## config.mk

```make
export PLATFORM = sky130hd
export DESIGN_NAME = serial_subtractor_flat
export DESIGN_NICKNAME = d
export VERILOG_FILES = /design/src/rtl/serial_subtractor_if.sv /design/src/rtl/serial_subtractor.sv /design/src/flat_wrapper.sv
export SDC_FILE = /design/constraint.sdc
export NUM_CORES = 1
export LEC_CHECK = 0
export BUFFER_PORTS_ARGS = -buffer_cell sky130_fd_sc_hd__buf_2
export CAP_MARGIN = 20
export CORE_ASPECT_RATIO = 2
export CORE_UTILIZATION = 30
export CTS_BUF_LIST = sky130_fd_sc_hd__clkbuf_4 sky130_fd_sc_hd__clkbuf_8 sky130_fd_sc_hd__clkbuf_16
export DETAILED_ROUTE_END_ITERATION = 10
export PLACE_DENSITY_LB_ADDON = 0.05
export SYNTH_ARGS = -nofsm -noshare
export SYNTH_HDL_FRONTEND = slang
export SYNTH_SLANG_ARGS = --single-unit
```

## constraint.sdc

```tcl
create_clock -name i_clk -period 5.5 [get_ports i_clk]
set_input_delay 0.825 -clock i_clk [delete_from_list [all_inputs] [get_ports i_clk]]
set_output_delay 0.825 -clock i_clk [all_outputs]
set_load 0.02 [all_outputs]
```

## src/rtl/serial_subtractor_if.sv

```systemverilog
// Handshake and operand/result bundle for serial_subtractor.
// SERIAL_SUB_COMPARE_EN adds the o_lt/o_ltu/o_eq compare outputs.
interface serial_subtractor_if #(
    parameter int WIDTH = 16
);
    logic             i_start;
    logic [WIDTH-1:0] A;
    logic [WIDTH-1:0] B;
    logic             i_borrow;
    logic             o_busy;
    logic             o_done;
    logic [WIDTH-1:0] o_diff;
    logic             o_borrow;
    logic             o_zero;
    logic             o_neg;
    logic             o_ovf;
`ifdef SERIAL_SUB_COMPARE_EN
    logic             o_lt;
    logic             o_ltu;
    logic             o_eq;

    modport master (
        output i_start, A, B, i_borrow,
        input  o_busy, o_done, o_diff, o_borrow, o_zero, o_neg, o_ovf,
        input  o_lt, o_ltu, o_eq
    );
    modport slave (
        input  i_start, A, B, i_borrow,
        output o_busy, o_done, o_diff, o_borrow, o_zero, o_neg, o_ovf,
        output o_lt, o_ltu, o_eq
    );
`else
    modport master (
        output i_start, A, B, i_borrow,
        input  o_busy, o_done, o_diff, o_borrow, o_zero, o_neg, o_ovf
    );
    modport slave (
        input  i_start, A, B, i_borrow,
        output o_busy, o_done, o_diff, o_borrow, o_zero, o_neg, o_ovf
    );
`endif
endinterface

```

## src/rtl/serial_subtractor.sv

```systemverilog
// Digit-serial subtractor: diff = A - B - borrow_in, DIGIT bits per clock, LSB first.
// SERIAL_SUB_COMPARE_EN builds the signed/unsigned/equal compare outputs.
module serial_subtractor #(
    parameter int WIDTH = 16,
    parameter int DIGIT = 4
) (
    input logic              i_clk,
    input logic              i_rst_n,
    serial_subtractor_if.slave bus
);
    localparam int N  = WIDTH / DIGIT;
    localparam int CW = (N > 1) ? $clog2(N) : 1;

    localparam logic [1:0] S_IDLE = 2'd0;
    localparam logic [1:0] S_RUN  = 2'd1;
    localparam logic [1:0] S_DONE = 2'd2;

    if ((WIDTH % DIGIT) != 0) begin : g_width_check
        $error("serial_subtractor: WIDTH must be a multiple of DIGIT");
    end

    logic [1:0]       r_state;
    logic [WIDTH-1:0] r_a;
    logic [WIDTH-1:0] r_b;
    logic             r_a_msb;
    logic             r_b_msb;
    logic             r_carry;
    logic [CW-1:0]    r_cnt;
    logic [WIDTH-1:0] r_res;
    logic [WIDTH-1:0] r_diff;
    logic             r_borrow;
    logic             r_zero;
    logic             r_neg;
    logic             r_ovf;

    logic [DIGIT:0]   w_slice;
    logic [WIDTH-1:0] w_dig_ext;
    logic [WIDTH-1:0] w_res_next;
    logic             w_last;
    logic             w_ovf_next;

    // A - B as A + ~B + carry, with carry seeded to ~borrow_in
    assign w_slice    = {1'b0, r_a[DIGIT-1:0]} + {1'b0, ~r_b[DIGIT-1:0]}
                      + {{DIGIT{1'b0}}, r_carry};
    assign w_dig_ext  = WIDTH'(w_slice[DIGIT-1:0]);
    assign w_res_next = (r_res >> DIGIT) | (w_dig_ext << (WIDTH - DIGIT));
    assign w_last     = (r_cnt == CW'(N - 1));
    assign w_ovf_next = (r_a_msb != r_b_msb) & (w_res_next[WIDTH-1] != r_a_msb);

    always_ff @(posedge i_clk or negedge i_rst_n) begin
        if (!i_rst_n) begin
            r_state  <= S_IDLE;
            r_a      <= '0;
            r_b      <= '0;
            r_a_msb  <= 1'b0;
            r_b_msb  <= 1'b0;
            r_carry  <= 1'b0;
            r_cnt    <= '0;
            r_res    <= '0;
            r_diff   <= '0;
            r_borrow <= 1'b0;
            r_zero   <= 1'b0;
            r_neg    <= 1'b0;
            r_ovf    <= 1'b0;
        end else begin
            case (r_state)
                S_IDLE, S_DONE: begin
                    if (bus.i_start) begin
                        r_a     <= bus.A;
                        r_b     <= bus.B;
                        r_a_msb <= bus.A[WIDTH-1];
                        r_b_msb <= bus.B[WIDTH-1];
                        r_carry <= ~bus.i_borrow;
                        r_cnt   <= '0;
                        r_res   <= '0;
                        r_state <= S_RUN;
                    end else begin
                        r_state <= S_IDLE;
                    end
                end
                S_RUN: begin
                    r_a     <= r_a >> DIGIT;
                    r_b     <= r_b >> DIGIT;
                    r_carry <= w_slice[DIGIT];
                    r_res   <= w_res_next;
                    r_cnt   <= r_cnt + 1'b1;
                    if (w_last) begin
                        r_diff   <= w_res_next;
                        r_borrow <= ~w_slice[DIGIT];
                        r_zero   <= ~|w_res_next;
                        r_neg    <= w_res_next[WIDTH-1];
                        r_ovf    <= w_ovf_next;
                        r_state  <= S_DONE;
                    end
                end
                default: r_state <= S_IDLE;
            endcase
        end
    end

    assign bus.o_busy   = (r_state == S_RUN);
    assign bus.o_done   = (r_state == S_DONE);
    assign bus.o_diff   = r_diff;
    assign bus.o_borrow = r_borrow;
    assign bus.o_zero   = r_zero;
    assign bus.o_neg    = r_neg;
    assign bus.o_ovf    = r_ovf;

`ifdef SERIAL_SUB_COMPARE_EN
    assign bus.o_lt  = r_neg ^ r_ovf;
    assign bus.o_ltu = r_borrow;
    assign bus.o_eq  = r_zero;
`endif

endmodule

```

## src/flat_wrapper.sv

```systemverilog
// flat-port wrapper written by rule: the top's interface ports become plain ports
module serial_subtractor_flat 
#(
    parameter int WIDTH = 16,
    parameter int DIGIT = 4
)
  (i_clk, i_rst_n, bus_i_start, bus_A, bus_B, bus_i_borrow, bus_o_busy, bus_o_done, bus_o_diff, bus_o_borrow, bus_o_zero, bus_o_neg, bus_o_ovf);
  serial_subtractor_if #(.WIDTH(WIDTH)) bus_i ();
  input logic i_clk;
  input logic i_rst_n;
  input wire logic [$bits(bus_i.i_start)-1:0] bus_i_start;
  input wire logic [$bits(bus_i.A)-1:0] bus_A;
  input wire logic [$bits(bus_i.B)-1:0] bus_B;
  input wire logic [$bits(bus_i.i_borrow)-1:0] bus_i_borrow;
  output wire logic [$bits(bus_i.o_busy)-1:0] bus_o_busy;
  output wire logic [$bits(bus_i.o_done)-1:0] bus_o_done;
  output wire logic [$bits(bus_i.o_diff)-1:0] bus_o_diff;
  output wire logic [$bits(bus_i.o_borrow)-1:0] bus_o_borrow;
  output wire logic [$bits(bus_i.o_zero)-1:0] bus_o_zero;
  output wire logic [$bits(bus_i.o_neg)-1:0] bus_o_neg;
  output wire logic [$bits(bus_i.o_ovf)-1:0] bus_o_ovf;
  assign bus_i.i_start = bus_i_start;
  assign bus_i.A = bus_A;
  assign bus_i.B = bus_B;
  assign bus_i.i_borrow = bus_i_borrow;
  assign bus_o_busy = bus_i.o_busy;
  assign bus_o_done = bus_i.o_done;
  assign bus_o_diff = bus_i.o_diff;
  assign bus_o_borrow = bus_i.o_borrow;
  assign bus_o_zero = bus_i.o_zero;
  assign bus_o_neg = bus_i.o_neg;
  assign bus_o_ovf = bus_i.o_ovf;
  serial_subtractor #(.WIDTH(WIDTH), .DIGIT(DIGIT)) u_core (.i_clk(i_clk), .i_rst_n(i_rst_n), .bus(bus_i));
endmodule
```

# --- Word-level counts from Yosys, hierarchy flattened ---
# Index checks and enable logic that the tools add are counted.
op_classes:
  add_sub_neg: 3
  eq_ne: 7
  muxes: 13
  bitwise_logic: 5
  n_reduce_logical: 8
op_table:
  columns: ["cell", "count"]
  rows:
  - ["case mux 16 bit (2 select lines)", 3]
  - ["two-way mux 16 bit", 3]
  - ["bitwise OR 12 x 16 -> 16 bit", 1]
  - ["OR reduction 16 bit", 1]
  - ["case mux 2 bit (2 select lines)", 2]
  - ["AND reduction 2 bit", 3]
  - ["adder 4 x 4 -> 5 bit", 1]
  - ["adder 5 x 1 -> 5 bit", 1]
  - ["equality test 2 bit (second input constant)", 2]
  - ["two-way mux 2 bit", 2]
  - ["NOT 4 bit", 1]
  - ["adder 2 x 1 -> 2 bit (second input constant)", 1]
  - ["equality test 2 x 1 -> 1 bit (second input constant)", 1]
  - ["zero test 2 bit", 1]
  - ["two-way mux 1 bit", 2]
  - ["inequality test 1 bit", 2]
  - ["inequality test 2 x 1 -> 1 bit (second input constant)", 1]
  - ["inequality test 2 bit (second input constant)", 1]
  - ["NOT 1 bit", 2]
  - ["case mux 1 bit (2 select lines)", 1]
  - ["nonzero test 2 bit", 1]
  - ["OR reduction 2 bit", 1]
  - ["AND 1 bit", 1]
  - ["zero test 1 bit", 1]
word_totals:
  reg_bits: 75
  in_bits: 36

# --- Depth between registers and ports, before layout ---
# Gate-level depths: netlist of the first run.
logic_depth:
  word_depth: 6
  depth_mapped: 8

# --- Least setup slack after synthesis of the first run ---
# No wires, ideal clock.
synth_timing:
  path_type: "reg-to-output"
  startpoint: "reg u_core.r_state[1]"
  endpoint: "out bus_o_busy"
  arrival_ns: 1.080
  t_required_ns: 4.675
  setup_slack_ns: 3.595
  path_stages_with_launch: 5
  path_buffers: 2
  path_cell_list: "dfrtp_1 > nand2b_1 > buf_2 > inv_2 > clkbuf_1"
synth_between:
  elab_chain_cells: 1
synth_lines:
  columns: ["item", "line", "text"]
  rows:
  - ["start: declaration", "serial_subtractor.sv:22", "logic [1:0] r_state;"]
  - ["start signal: assignment", "serial_subtractor.sv:52", "r_state <= S_IDLE;"]
  - ["start signal: assignment", "serial_subtractor.sv:76", "r_state <= S_RUN;"]
  - ["start signal: assignment", "serial_subtractor.sv:78", "r_state <= S_IDLE;"]
  - ["equality test 2 x 1 -> 1 bit", "serial_subtractor.sv:101", "assign bus.o_busy = (r_state == S_RUN);"]
  - ["end: declaration", "flat_wrapper.sv:15", "output wire logic [$bits(bus_i.o_busy)-1:0] bus_o_busy;"]
# No other way between the ends.

# --- Worst setup path in the final report of the first run ---
layout_timing:
  startpoint: "reg u_core.r_state[0]"
  endpoint: "out bus_o_busy"
# The elaborated chain is that of the path after synthesis.

==> results.py, run 1 <==
metrics = {
    "run_status": {
        "status": "finished, final reports clean",
    },
    "job": {
        "maxCapViolCount": 0,
    },
    "global_route": {
        "grt_pass1_wl_um": 12200,
        "grtUsageTotal": 0.161,
        "grt_antenna_before_repair": 0,
        "grt_pass1_vias": 2338,
        "grt_max_degree": 71,
        "grt-ovfl-total": 0,
    },
    "final_layout": {
        "area_delta_synth_final_pct": 25.7,
        "fin_cells": 471,
        "final_area_um2": 3760,
        "layout-drive-gt1-share": 0.292,
        "n_antenna_cell": 0,
        "nNetsFinal": 376,
    },
    "floorplanning": {
        "dieWidth_um": 72.6,
        "dieArea_um2": 10400,
        "die_h_um": 143,
        "core_area_um2": 9700,
        "io_pins": 58,
        "rows": 51,
        "initial_core_util": 0.308,
    },
    "timing": {
        "finalHoldViolCount": 0,
        "fin_crit_sh": 0.424,
        "setup_tns_ps": 0,
        "period_minus_slack_ps": 2330,
        "worst_slack_ps": 3170,
        "finalSetupViolCount": 0,
        "rsz0062_at_grt": "no",
        "fmaxAchievable_mhz": 429,
        "slew_violations": 0,
        "slew_headroom": 0.372,
        "worst_pin_slew_ps": 942,
        "clock_skew_ps": 5.41,
    },
    "routing": {
        "via_per_inst": 4.78,
        "drtIter0Drc": 125,
        "drc": 0,
        "wl_per_cell_um": 15.6,
        "ant_nets": 0,
        "drtPass1Iterations": 4,
        "wirelength_um": 7360,
        "num_vias": 2250,
    },
    "yosys": {
        "synth_area_per_cell_um2": 10.7,
        "synthArstFlopShare": 1.00,
        "synth-edff-count": 0,
        "synth.net_count": 322,
        "ys.flop_type": "dfrtp_1",
        "ys_types": 36,
        "synth_seq_cells": 70,
        "ys_warn_count": 0,
        "synth.cell_area_um2": 2990,
        "yosysSeqAreaShare": 0.586,
        "syn_inst": 280,
    },
    "clock_network": {
        "clk_path_buf_depth": 2,
        "clk_pin_slew_ps": 50,
        "cts.htree.levels": 3,
        "root_buffer": "clkbuf_16",
        "cts_tree": "done",
        "cts_hold_buf": 0,
        "worstSkewPairLatency_ps": 330,
        "cts_sinks": 70,
        "cts_setup_buffers": 0,
        "cts_made_buffers": 9,
        "cts_resized": 0,
    },
    "critical_path": {
        "worstPathRequired_ps": 4680,
        "path_depth": 3,
        "max_stage_delay_ps": 460,
        "crit_type": "reg2out",
        "r2r_setup_slack_ps": 3450,
        "arrival_ps": 1510,
        "crit_slowest_cell": "dfrtp_1",
        "crit_chain": "nand2b_1, inv_2, buf_2",
        "cp_top_family": "buffers and inverters",
        "worst-path-max-fanout": 24,
        "endpoint_kind": "output pin",
        "critPathLaunchType": "flop",
        "worst-path-buf-inv": 2,
        "ff2ff_path_depth": 7,
    },
    "worst_hold_path": {
        "min_path_type": "reg2reg",
        "hold_depth": 2,
    },
    "placed_design": {
        "io_buffers": 57,
        "place_area_um2": 3390,
        "place_congestion": 0.714,
        "dp_hpwl_um": 5060,
        "dp.cells": 455,
        "preCtsSetupSlack_ps": 3360,
    },
    "power_and_ir_drop": {
        "finalPower_uw": 2670,
        "cellPowerDensity_nw_per_um2": 711,
        "p_leak_uw": 0.00183,
        "ir_drop_mv": 0.320,
    },
}
==> registers in the layout, indices dropped and copies added, names as in the netlist <==
signal / cells
u_core.bus.o_diff: 16
u_core.r_a: 16
u_core.r_b: 16
u_core.r_res: 12
u_core.r_cnt: 2
u_core.r_state: 2
u_core.bus.o_borrow: 1
u_core.bus.o_ovf: 1
u_core.bus.o_zero: 1
u_core.r_a_msb: 1
u_core.r_b_msb: 1
u_core.r_carry: 1
==> Yosys cell counts, drive strengths merged (4+ instances only) <==
| library cell | count | area [um2] |
|---|---|---|
| mux2 | 15 | 169 |
| o21ai | 11 | 55.1 |
| nand2 | 59 | 224 |
| ha | 4 | 50.1 |
| a21oi | 7 | 35.0 |
| a22o | 19 | 168 |
| dfrtp | 70 | 1750 |
| buf | 8 | 48.8 |
| a31oi | 19 | 119 |
| clkbuf | 10 | 37.5 |
| inv | 9 | 33.8 |
| nor2 | 26 | 97.6 |
==> tightest hold or removal path: cells and delay by family, from the launching register on <==
family          cells  cell delay (ps)
flops               1              340
compound gates      1               60
simple gates        1               40
==> where the power goes <==
part	total (uW)	switching, uW	internal [uW]
Clock	721	220	500
Sequential	915	156	759
Combinational	1040	624	412
==> logic make-up (layout without fill, tap and decap cells) <==
family,count (synthesis),count (layout),share of synthesized area
buffers and inverters,27,86,0.0402
DFF,70,70,0.586
xor gates and xnor gates,2,2,0.00586
muxes,15,15,0.0565
and+or+nand+nor,98,98,0.138
AOI/OAI and AO/OA,62,62,0.143
adders and majority gates,6,6,0.0301
==> through the flow <==
step / hold slack, ps / utilization
after floorplan: 450 / -
after global placement: 466 / 0.349
after detailed placement: 467 / 0.349
after CTS: 479 / 0.388
after global routing: 506 / 0.388
final: 473 / 0.388
==> area by class of cell <==
type	count	area (um2)
Clock inverter	6	133
Inverter	9	33.8
Fill cell	1031	5940
Multi-Input combinational cell	183	1120
Clock buffer	10	239
Timing Repair Buffer	61	315
Tap cell	132	165
Sequential cell	70	1750
==> final timing paths <==
check,startpoint,end
hold reg to reg,u_core.bus.o_diff[13]$_DFFE_PN0P_,u_core.bus.o_diff[13]$_DFFE_PN0P_
min in group asynchronous,i_rst_n,u_core.bus.o_diff[1]$_DFFE_PN0P_
hold / removal,u_core.bus.o_diff[13]$_DFFE_PN0P_,u_core.bus.o_diff[13]$_DFFE_PN0P_
setup / recovery,u_core.r_state[0]$_DFFE_PN0P_,bus_o_busy
setup reg to reg,u_core.r_b[0]$_DFFE_PN0P_,u_core.bus.o_zero$_DFFE_PN0P_
max in group asynchronous,i_rst_n,u_core.bus.o_diff[15]$_DFFE_PN0P_
==> metal layers <==
| layer | vias up | share of wire | track usage |
|---|---|---|---|
| li1 | 1071 | - | - |
| met1 | 1119 | 0.39 | 0.181 |
| met2 | 50 | 0.56 | 0.286 |
| met3 | 10 | 0.027 | 0.0282 |
| met4 | 0 | 0.021 | 0.0805 |
| met5 | - | 0 | 0 |
==> cell usage in the layout, fill, tap and decap left out, types with 7 or more instances in the layout <==
cell type   n
inv_1       8
mux2_2     15
a21oi_1     7
a22o_1     18
clkbuf_16   9
nand2_1    58
a31oi_1    19
buf_2      57
nor2_1     26
dfrtp_1    70
o21ai_0    11
(Power assumes the default switching activity.)
==> inputs of run 2 (changes only) <==
- clock period: 5.5 -> 2.4 ns (I/O delays scaled with it)
==> run 2 against run 1 <==
Against the previous run:
- first-iteration DRC count down 14%
- total power rose by 120%
- final cell count rose by 1.3%
- largest cell class unchanged
- highest routed layer unchanged
==> results.py, run 2 (synthesis gave the netlist of run 1 again) <==
metrics = {
    "run_status": {
        "status": "finished, final reports clean",
    },
    "clock_network": {
        "cts_made_buffers": 9,
        "cts.htree.levels": 3,
        "cts_hold_buf": 0,
        "worstSkewPairLatency_ps": 330,
        "cts_resized": 0,
        "root_buffer": "clkbuf_16",
        "cts_setup_buffers": 0,
        "cts_tree": "done",
        "clk_pin_slew_ps": 50,
        "cts_sinks": 70,
        "clk_path_buf_depth": 2,
    },
    "power_and_ir_drop": {
        "cellPowerDensity_nw_per_um2": 1560,
        "p_leak_uw": 0.00184,
        "ir_drop_mv": 0.524,
    },
    "final_layout": {
        "layout_common_cells": "70 x dfrtp_1, 58 x nand2_1, 57 x buf_2, 26 x nor2_1, 19 x a31oi_1",
        "area_delta_synth_final_pct": 25.9,
        "layout_commonest_cell": "dfrtp_1",
        "nNetsFinal": 382,
        "n_antenna_cell": 0,
        "layout-drive-gt1-share": 0.304,
    },
    "worst_hold_path": {
        "min_path_type": "in2async",
    },
    "critical_path": {
        "arrival_ps": 2130,
        "worst-path-max-fanout": 3,
        "endpoint_kind": "flop",
        "crit_type": "reg2reg",
        "worstPathRequired_ps": 2630,
        "critPathLaunchType": "flop",
    },
    "timing": {
        "finalSetupViolCount": 0,
        "clock_skew_ps": 11.4,
        "slew_violations": 0,
        "slew_headroom": 0.546,
        "period_minus_slack_ps": 1900,
        "setup_tns_ps": 0,
        "rsz0062_at_grt": "no",
        "whs_ps": 71.1,
        "worst_pin_slew_ps": 680,
        "fmaxAchievable_mhz": 527,
        "finalHoldViolCount": 0,
        "fin_crit_sh": 0.791,
    },
    "global_route": {
        "grt_antenna_before_repair": 0,
        "grtUsageTotal": 0.162,
        "grt_max_degree": 44,
        "grt_pass1_wl_um": 12100,
        "grt-ovfl-total": 0,
        "grt_pass1_vias": 2254,
    },
    "placed_design": {
        "io_buffers": 57,
        "dp_hpwl_um": 5390,
        "place_congestion": 0.697,
    },
    "routing": {
        "drtPass1Iterations": 4,
        "wl_per_cell_um": 15.5,
        "drtIter0Drc": 107,
        "num_vias": 2226,
        "wirelength_um": 7410,
        "ant_nets": 0,
        "via_per_inst": 4.67,
        "drc": 0,
    },
    "floorplanning": {
        "die_h_um": 143,
        "dieWidth_um": 72.6,
        "dieArea_um2": 10400,
        "initial_core_util": 0.308,
        "core_area_um2": 9700,
        "io_pins": 58,
        "rows": 51,
    },
    "job": {
        "maxCapViolCount": 0,
    },
}
[run 2: path summary, 6_finish.rpt]
check,start,to,slack (ps),cells after the start
setup / recovery,u_core.r_b[0]$_DFFE_PN0P_,u_core.bus.o_zero$_DFFE_PN0P_,500,7
setup reg to reg,u_core.r_b[0]$_DFFE_PN0P_,u_core.bus.o_zero$_DFFE_PN0P_,500,7
hold / removal,i_rst_n,u_core.bus.o_diff[0]$_DFFE_PN0P_,70,1
hold reg to reg,u_core.r_b[7]$_DFFE_PN0P_,u_core.r_b[3]$_DFFE_PN0P_,480,2
min in group i_clk,bus_A[13],u_core.r_a[13]$_DFFE_PN0P_,250,2
max in group asynchronous,i_rst_n,u_core.r_b[3]$_DFFE_PN0P_,1630,2
[run 2: critical path: stages, from the launching register on]
cell and delay (ps):
dfrtp_1 350, inv_1 90, fa_1 200, inv_1 60, fa_1 510, nor4b_1 230, nand4_1 160, o31ai_2 200
[run 2: area by class of cell]
class / instances / area (um2)
Fill cell: 1020 / 5930
Sequential cell: 70 / 1750
Multi-Input combinational cell: 183 / 1120
Timing Repair Buffer: 67 / 373
Clock buffer: 14 / 282
Tap cell: 132 / 165
Clock inverter: 2 / 38.8
Inverter: 9 / 33.8
[run 2: report_power, final]
part	total, uW	leakage (uW)	switching [uW]	internal [uW]
clock network	1380	0.000160	463	914
registers	2120	0.000872	374	1740
logic	2370	0.000807	1390	984
[run 2: metrics by stage]
step,utilization,power (uW),cell area (um2),setup slack [ps],cells
after detailed placement,0.355,4570,3450,501,461
after global placement,0.355,4530,3450,519,461
after global routing,0.388,6370,3770,177,477
after CTS,0.388,5980,3770,473,477
after floorplan,-,3790,2990,664,280
final,0.388,5860,3770,501,477
[run 2: layer usage]
layer	GRT usage	vias to the layer above	wire, um
met2	0.277	49	3930
met3	0.0395	14	201
met1	0.179	1078	2980
li1	-	1085	-
met5	0	-	0
met4	0.0918	0	292
